[src/rtl/bitstream_fetcher.sv]
// Bit-buffer front end for the arithmetic decoder: prefetches 9-bit words and serves 0..MAX_RD bit reads MSB-first.
// Optional statistics counters are built when BITSTREAM_FETCHER_STATS_EN is defined.
module bitstream_fetcher #(
  parameter int unsigned WORD_W = 9,
  parameter int unsigned BUF_W  = 32,
  parameter int unsigned MAX_RD = 9
) (
  input  logic                         clk,
  input  logic                         rst_n,
  output logic                         src_request,
  input  logic                         src_ack,
  input  logic [WORD_W-1:0]            src_data,
  input  logic                         src_eos,
  input  logic                         rd_req,
  input  logic [3:0]                   rd_len,
  output logic                         rd_ready,
  output logic                         rd_valid,
  output logic [MAX_RD-1:0]            rd_data,
  output logic [$clog2(BUF_W+1)-1:0]   fill,
  output logic                         stream_end
`ifdef BITSTREAM_FETCHER_STATS_EN
  ,
  output logic [31:0]                  bits_consumed,
  output logic [15:0]                  words_fetched
`endif
);

  localparam int unsigned FILL_W = $clog2(BUF_W+1);
  localparam int unsigned LEN_W  = 4;

  typedef enum logic [1:0] {F_IDLE, F_REQ, F_WAIT, F_EOS} fstate_t;

  fstate_t             fstate;
  logic [BUF_W-1:0]    bits_q;
  logic [FILL_W-1:0]   fill_q;
  logic                pend_q;
  logic [LEN_W-1:0]    pend_len_q;
  logic                src_request_q;
  logic                rd_ready_q;
  logic                rd_valid_q;
  logic [MAX_RD-1:0]   rd_data_q;
  logic                stream_end_q;

  logic [LEN_W-1:0]    len_in;
  logic                accept;
  logic                cur_act;
  logic [LEN_W-1:0]    cur_len;
  logic                avail;
  logic                serve;
  logic [FILL_W-1:0]   take;
  logic [FILL_W-1:0]   fill_base;
  logic [FILL_W-1:0]   fill_next;
  logic                append;
  logic                eos_next;
  logic [BUF_W-1:0]    word_ext;
  logic [BUF_W-1:0]    bits_next;
  logic [MAX_RD-1:0]   rd_bits;

  // Read serving and buffer datapath; bits below fill are always zero, so EOS padding comes for free.
  always_comb begin
    len_in    = (rd_len > LEN_W'(MAX_RD)) ? LEN_W'(MAX_RD) : rd_len;
    accept    = rd_req & rd_ready_q;
    cur_act   = accept | pend_q;
    cur_len   = pend_q ? pend_len_q : len_in;
    avail     = fill_q >= FILL_W'(cur_len);
    serve     = cur_act & (avail | (fstate == F_EOS));
    take      = '0;
    if (serve) take = avail ? FILL_W'(cur_len) : fill_q;
    fill_base = fill_q - take;
    append    = (fstate == F_WAIT) & src_ack & ~src_eos;
    eos_next  = (fstate == F_EOS) | ((fstate == F_WAIT) & src_eos);
    word_ext  = {src_data, {(BUF_W-WORD_W){1'b0}}};
    bits_next = bits_q << take;
    fill_next = fill_base;
    if (append) begin
      bits_next = bits_next | (word_ext >> fill_base);
      fill_next = fill_base + FILL_W'(WORD_W);
    end
    rd_bits   = bits_q[BUF_W-1 -: MAX_RD] >> (LEN_W'(MAX_RD) - cur_len);
  end

  always_ff @(posedge clk) begin
    if (!rst_n) begin
      fstate        <= F_IDLE;
      bits_q        <= '0;
      fill_q        <= '0;
      pend_q        <= 1'b0;
      pend_len_q    <= '0;
      src_request_q <= 1'b0;
      rd_ready_q    <= 1'b1;
      rd_valid_q    <= 1'b0;
      rd_data_q     <= '0;
      stream_end_q  <= 1'b0;
    end else begin
      bits_q        <= bits_next;
      fill_q        <= fill_next;
      rd_valid_q    <= serve;
      rd_ready_q    <= ~(cur_act & ~serve);
      stream_end_q  <= stream_end_q | (eos_next & (fill_next == '0));
      src_request_q <= 1'b0;
      if (serve) begin
        rd_data_q <= rd_bits;
        pend_q    <= 1'b0;
      end else if (accept) begin
        pend_q     <= 1'b1;
        pend_len_q <= len_in;
      end
      // Fetch FSM: one outstanding request, prefetch while a whole word still fits.
      case (fstate)
        F_IDLE: begin
          if (fill_q <= FILL_W'(BUF_W-WORD_W)) begin
            fstate        <= F_REQ;
            src_request_q <= 1'b1;
          end
        end
        F_REQ:  fstate <= F_WAIT;
        F_WAIT: begin
          if (src_eos)      fstate <= F_EOS;
          else if (src_ack) fstate <= F_IDLE;
        end
        F_EOS:  fstate <= F_EOS;
        default: fstate <= F_IDLE;
      endcase
    end
  end

`ifdef BITSTREAM_FETCHER_STATS_EN
  logic [31:0] bits_consumed_q;
  logic [15:0] words_fetched_q;

  // Zero-padded bits count as consumed; both counters wrap.
  always_ff @(posedge clk) begin
    if (!rst_n) begin
      bits_consumed_q <= '0;
      words_fetched_q <= '0;
    end else begin
      if (serve)  bits_consumed_q <= bits_consumed_q + 32'(cur_len);
      if (append) words_fetched_q <= words_fetched_q + 16'd1;
    end
  end

  assign bits_consumed = bits_consumed_q;
  assign words_fetched = words_fetched_q;
`else
  // Statistics counters are not built in this configuration.
`endif

  assign src_request = src_request_q;
  assign rd_ready    = rd_ready_q;
  assign rd_valid    = rd_valid_q;
  assign rd_data     = rd_data_q;
  assign fill        = fill_q;
  assign stream_end  = stream_end_q;

endmodule
[config.mk]
export PLATFORM = sky130hd
export DESIGN_NAME = bitstream_fetcher
export DESIGN_NICKNAME = d
export VERILOG_FILES = /design/src/rtl/bitstream_fetcher.sv
export SDC_FILE = /design/constraint.sdc
export NUM_CORES = 1
export LEC_CHECK = 0
export BUFFER_PORTS_ARGS = -buffer_cell sky130_fd_sc_hd__buf_4
export CORE_ASPECT_RATIO = 0.8
export CORE_MARGIN = 2
export CORE_UTILIZATION = 35
export DETAILED_ROUTE_END_ITERATION = 10
export HOLD_SLACK_MARGIN = 0.02
export PLACE_DENSITY = 0.59
export SLEW_MARGIN = 10
export SYNTH_ARGS = -nofsm -noshare
export SYNTH_HDL_FRONTEND = slang
export SYNTH_SLANG_ARGS = --single-unit
[constraint.sdc]
create_clock -name clk -period 6.86 [get_ports clk]
set_input_delay 1.029 -clock clk [delete_from_list [all_inputs] [get_ports clk]]
set_output_delay 1.029 -clock clk [all_outputs]
set_load 0.01 [all_outputs]
======== After elaboration in Yosys (flattened, before gate mapping) ========
Index checks and enable logic that the tools add are counted.
storage, ports and cells
  register bits ........................... 58
  input bits .............................. 18
  output and inout bits ................... 19
  logic and storage cells ................. 57
operators by class
  add/sub/neg operators ................... 3
  order comparisons ....................... 3
  equality and inequality tests ........... 5
  shift operators ......................... 3
  multiplexer cells ....................... 11
  bitwise logic cells ..................... 16
  reduce and logical (&&, ||, !) cells .... 6
operator list
  cell                                                 count
  two-way mux 32 bit                                   1
  bitwise OR 32 bit                                    1
  left shift 32 x 6 -> 32 bit                          1
  right shift 32 x 6 -> 32 bit                         1
  two-way mux 6 bit                                    3
  right shift 9 x 4 -> 9 bit                           1
  two-way mux 4 bit                                    2
  one-hot mux 2 bit (4 select lines)                   1
  AND 1 bit                                            7
  adder 6 x 4 -> 6 bit, second input constant          1
  greater-or-equal comparator 6 x 4 -> 1 bit           1
  <= comparator 6 x 5 -> 1 bit, second input constant  1
  logical NOT 6 bit                                    1
  two-way mux 2 bit                                    3
  AND reduction 2 bit                                  3
  subtractor 6 bit                                     1
  equality test 2 bit, second input constant           2
  > comparator 4 bit, second input constant            1
  inverter 1 bit                                       4
  bitwise OR 1 bit                                     4
  subtractor 4 bit, first input constant               1
  != test 3 bit, second input constant                 1
  equality test 2 x 1 -> 1 bit, second input constant  1
  logical NOT 2 bit                                    1
  3 further kinds                                      3

======== Depth between registers and ports, before layout ========
  depth in word-level cells ............... 13
  depth in mapped cells ................... 20

======== Worst setup path after synthesis ========
OpenSTA, ideal clock, no wires.
  path type ............................... in2reg
  start point ............................. in rd_len[1]
  end point ............................... reg bits_q[10]
  library setup time ...................... 86 ps
  arrival time ............................ 4960 ps
  data required time ...................... 6774 ps
  path slack .............................. 1815 ps
  stages .................................. 18
  cell sequence ........................... o21a_1 > o31a_1 > buf_2 > ha_1 > nor3b_1 > o21a_2 > mux2_2 > clkbuf_8 > buf_2 > fa_1 > buf_2 > clkinv_1 > nor2_1 > mux2i_1 > a2111o_1 > a21oi_1 > a211oi_1 > a211oi_1
on the way
  cells in the longest elaborated chain, start to end .. 11
  elaborated cells between the ends (all ways) .. 13
  classes of those cells .................. add/sub (1); order compare (2); shift (2); mux (5); bitwise (3)
RTL lines
  what                                        line  RTL
  from (decl)                                 15    input logic [3:0] rd_len,
  > comparator 4 bit                          61    len_in = (rd_len > LEN_W'(MAX_RD)) ? LEN_W'(MAX_RD) : rd_len;
  two-way mux 4 bit (*)                       61
  two-way mux 4 bit (*)                       64    cur_len = pend_q ? pend_len_q : len_in;
  greater-or-equal comparator 6 x 4 -> 1 bit  65    avail = fill_q >= FILL_W'(cur_len);
  bitwise OR 1 bit                            66    serve = cur_act & (avail | (fstate == F_EOS));
  AND 1 bit                                   66
  two-way mux 6 bit (*)                       68    if (serve) take = avail ? FILL_W'(cur_len) : fill_q;
  subtractor 6 bit                            69    fill_base = fill_q - take;
  right shift 32 x 6 -> 32 bit                76    bits_next = bits_next | (word_ext >> fill_base);
  bitwise OR 32 bit                           76
  two-way mux 32 bit (*)                      75    if (append) begin
  to (signal assigned)                        95    bits_q <= bits_next;
  to (decl)                                   34    logic [BUF_W-1:0] bits_q;
Every way passes the cells marked *; elsewhere a longest branch is shown, timed or not.
A chain may end at the register's enable or synchronous reset.

======== Final worst setup path ========
  start point ............................. in rd_len[3]
  end point ............................... reg bits_q[10]
The elaborated chain is that of the path after synthesis.

==> impl_results.md <==
* Total negative setup slack at 0 ns
* Root Buffer Master: clkbuf_16
* Vias per std cell at 6.10
* Die width at ~140 um
* GPL Wtd Cong at about 0.96
* Vias in the first global route at between 4k and 5k
* Post-synth ARST share at 0
* CP required at about 7.1 ns
* Crit Path Class: in -> reg
* Starting Density at 0.354
* Largest net degree at the start of global routing at 51
* Final Slew Violations at 0
* Final Setup Violations at 0
* Reg2reg path depth at 15
* Global-route wire length before repair at 24900 um
* Die area at 0.0153 sq mm
* CORE AREA at 0.0142 sq mm
* Initial antenna violation count at 0
* Number of buffers created by CTS at 9
* Syn Area/Cell at 8.33 sq um
* Die Y at 111 um
* GR Overflow Total at 0
* Max VDD drop at 0.305 mV
* Worst-case clock skew at 0.00624 ns
* RSZ-0062 raised after global routing: false
* I/O pin cnt at 37
* Clock Sinks at 58
* ANT cells at 0
* Worst Hold Class: reg -> reg
* Pwr dens at 543 mW/mm^2
* Post-Syn Area at approximately 0.0050 sq mm
* First-pass detailed-route iteration total at 6
* Max Cap Violations at 0
* Final net count at between 600 and 700
* R2r setup slk at 1.47 ns
* Row count at 39
* YS warnings at 0
* Min-delay src: pend_len_q[2]$_SDFFE_PN0P_
* EDFF count, synth at 0
* Wire per inst at 19.5 um
* Area delta synth->final at 11.8%
* Tmin final at ~5.7 ns
* Clock Path Buffers at 2
* R2r endpoint: bits_q[10]$_SDFF_PN0_
* Clk_lat worst skew at 0.34 ns
* Register bit total from synthesis at 58
* Leakage at 2.10 nW
* Cts repair resizes at 0
* Share of layout cells above drive strength 1 at 0.173
* Post-CTS setup buffer count at 0
* Slew headroom at 0.328
* Drt drc at 0
* Final period utilization at 0.829
* Gr usage total at 0.208
* Hold EP: pend_len_q[2]$_SDFFE_PN0P_
* CTS tree: done
* Dpl hpwl at approximately 12000 um
* FF-to-FF Start: pend_q$_SDFFE_PP0P_
* DP Area at 0.00529 sq mm
* Initial DRC Count at roughly 730
* Worst-path clk slew at 0.05 ns
* H-tree depth at 3
* Primary FF master, synth: dfxtp_1
* Post-route antenna net violation count at 0
* Distinct cells, synth at 82
* Slew @ Worst Pin at 1.00 ns
* Final Routed Wirelength at 15700 um
* Hold Crit Depth at 2
* Crit. End Element: flop
* Net Count, Synth at 631
* CTS Hold Buffers Added at 0
* # port buffers at 36
* Post-route cell area at 0.00560 sq mm
* Via count at 4902
* Crit Path Max Fanout at 17
* Register area share after synthesis at 0.232
* Hold Fails Final Rpt at 0
* Arrival @ worst endpoint at 5.94 ns
* Fmax at 176 MHz
* Fill cell total of the finished layout at around 1.5k
* Status: finished clean
* Critical path launch point type: input port
* Syn Inst Count at 601
synthesized netlist by cell type (8+ instances only):
cell,count,share of area
a32oi_1,8,0.014
dfxtp_1,58,0.23
ha_1,11,0.027
o22ai_1,8,0.010
clkbuf_1,13,0.0097
a31oi_1,16,0.020
nor3_1,14,0.014
mux2i_1,75,0.15
mux2_2,8,0.018
and2_1,8,0.010
nor2_1,58,0.043
buf_2,11,0.011
a211oi_1,9,0.013
o21ai_0,10,0.010
a21oi_1,36,0.036
nand2_1,57,0.043
nand3_1,20,0.020
a22oi_1,35,0.052
report_power, final:
part / switching [W] / internal (W) / leakage [nW] / total, W
combinational: 0.00131 / 0.000734 / 1.48 / 0.00204
sequential: 0.0000899 / 0.000432 / 0.474 / 0.000522
clock: 0.000173 / 0.000302 / 0.144 / 0.000475
per-stage QoR:
step	total power, W	utilization	hold WS (ns)	std cells	worst slack, ns
after floorplan	0.00208	-	0.446	601	1.81
after global placement	0.00249	0.374	0.467	788	0.940
after detailed placement	0.00250	0.374	0.475	788	0.919
after CTS	0.00299	0.396	0.486	804	1.25
after global routing	0.00323	0.396	0.515	804	0.795
final	0.00304	0.396	0.479	804	1.17
placed cells by master (no fill, tap or decap), drive strengths merged, types with 3 or more instances in the layout:
master    instances
and3              3
ha               11
nor3b             7
inv              13
a2bb2oi           3
mux2             10
a2111oi           4
o21ai            15
clkbuf           11
a31oi            16
o22ai             8
a21oi            36
a32oi             8
a211oi           11
nor2             64
a41oi             3
nand2b            8
nand3            20
mux2i            78
nand2            57
a22oi            35
dfxtp            58
clkinvlp          3
o21a              7
o211ai            7
a21o              3
xnor2             5
a221oi           10
nor3             14
nor2b             4
nor4              6
buf              41
and2              9
how the worst max path moves through the flow:
stage | slack [ns] | end | from
after floorplan | 1.81 | bits_q[10]$_SDFF_PN0_ | rd_len[1]
after global placement | 0.94 | bits_q[10]$_SDFF_PN0_ | rd_len[1]
after detailed placement | 0.92 | bits_q[10]$_SDFF_PN0_ | rd_len[3]
after CTS | 1.25 | bits_q[10]$_SDFF_PN0_ | rd_len[3]
after global routing | 0.80 | bits_q[10]$_SDFF_PN0_ | rd_len[3]
final | 1.17 | bits_q[10]$_SDFF_PN0_ | rd_len[3]
cells by family (layout without fill, tap and decap cells):
family / Yosys count / count (layout) / share of synthesized area
multiplexers: 88 / 88 / 0.182
buffers and inverters: 51 / 70 / 0.0620
other: 1 / 1 / 0.000749
XOR/XNOR: 8 / 8 / 0.0182
adder cells (fa/ha/maj): 12 / 12 / 0.0315
AND/OR/NAND/NOR: 204 / 204 / 0.206
AO/OA/AOI/OAI: 179 / 179 / 0.267
flip-flops: 58 / 58 / 0.232
sequential cells by signal, summed over array words and instances (netlist names), 2 cells and up:
name	flops
fstate	2
rd_data	9
pend_len_q	4
bits_q	32
fill	6
final cells by class:
| type | count | area [sq um] | share of cell area |
|---|---|---|---|
| multi-input combinational | 492 | 3540 | 0.631 |
| sequential | 58 | 1160 | 0.207 |
| timing repair buffer | 41 | 308 | 0.0550 |
| clock buffer | 11 | 253 | 0.0451 |
| tap | 184 | 230 | 0.0411 |
| clock inverter | 5 | 61.3 | 0.0109 |
| inverter | 13 | 51.3 | 0.00916 |
worst max-delay path, cell delays in order:
cell	delay [ns]
buf_4	0.12
o21a_1	0.16
o31a_1	0.49
ha_1	0.34
nor3b_1	0.18
o21a_2	0.23
mux2_4	0.32
inv_4	0.05
ha_1	0.23
fa_1	0.88
clkinv_1	0.37
nor2_1	0.41
mux2i_1	0.21
a2111o_1	0.34
a21oi_1	0.26
a211oi_1	0.09
a211oi_1	0.22
per-layer routing:
metal | share of wire | GRT usage
met3 | 0.094 | 0.0608
met5 | 0 | 0
met1 | 0.47 | 0.317
met4 | 0.016 | 0.0476
met2 | 0.42 | 0.285
No activity file was read; power rests on OpenSTA's default activity.
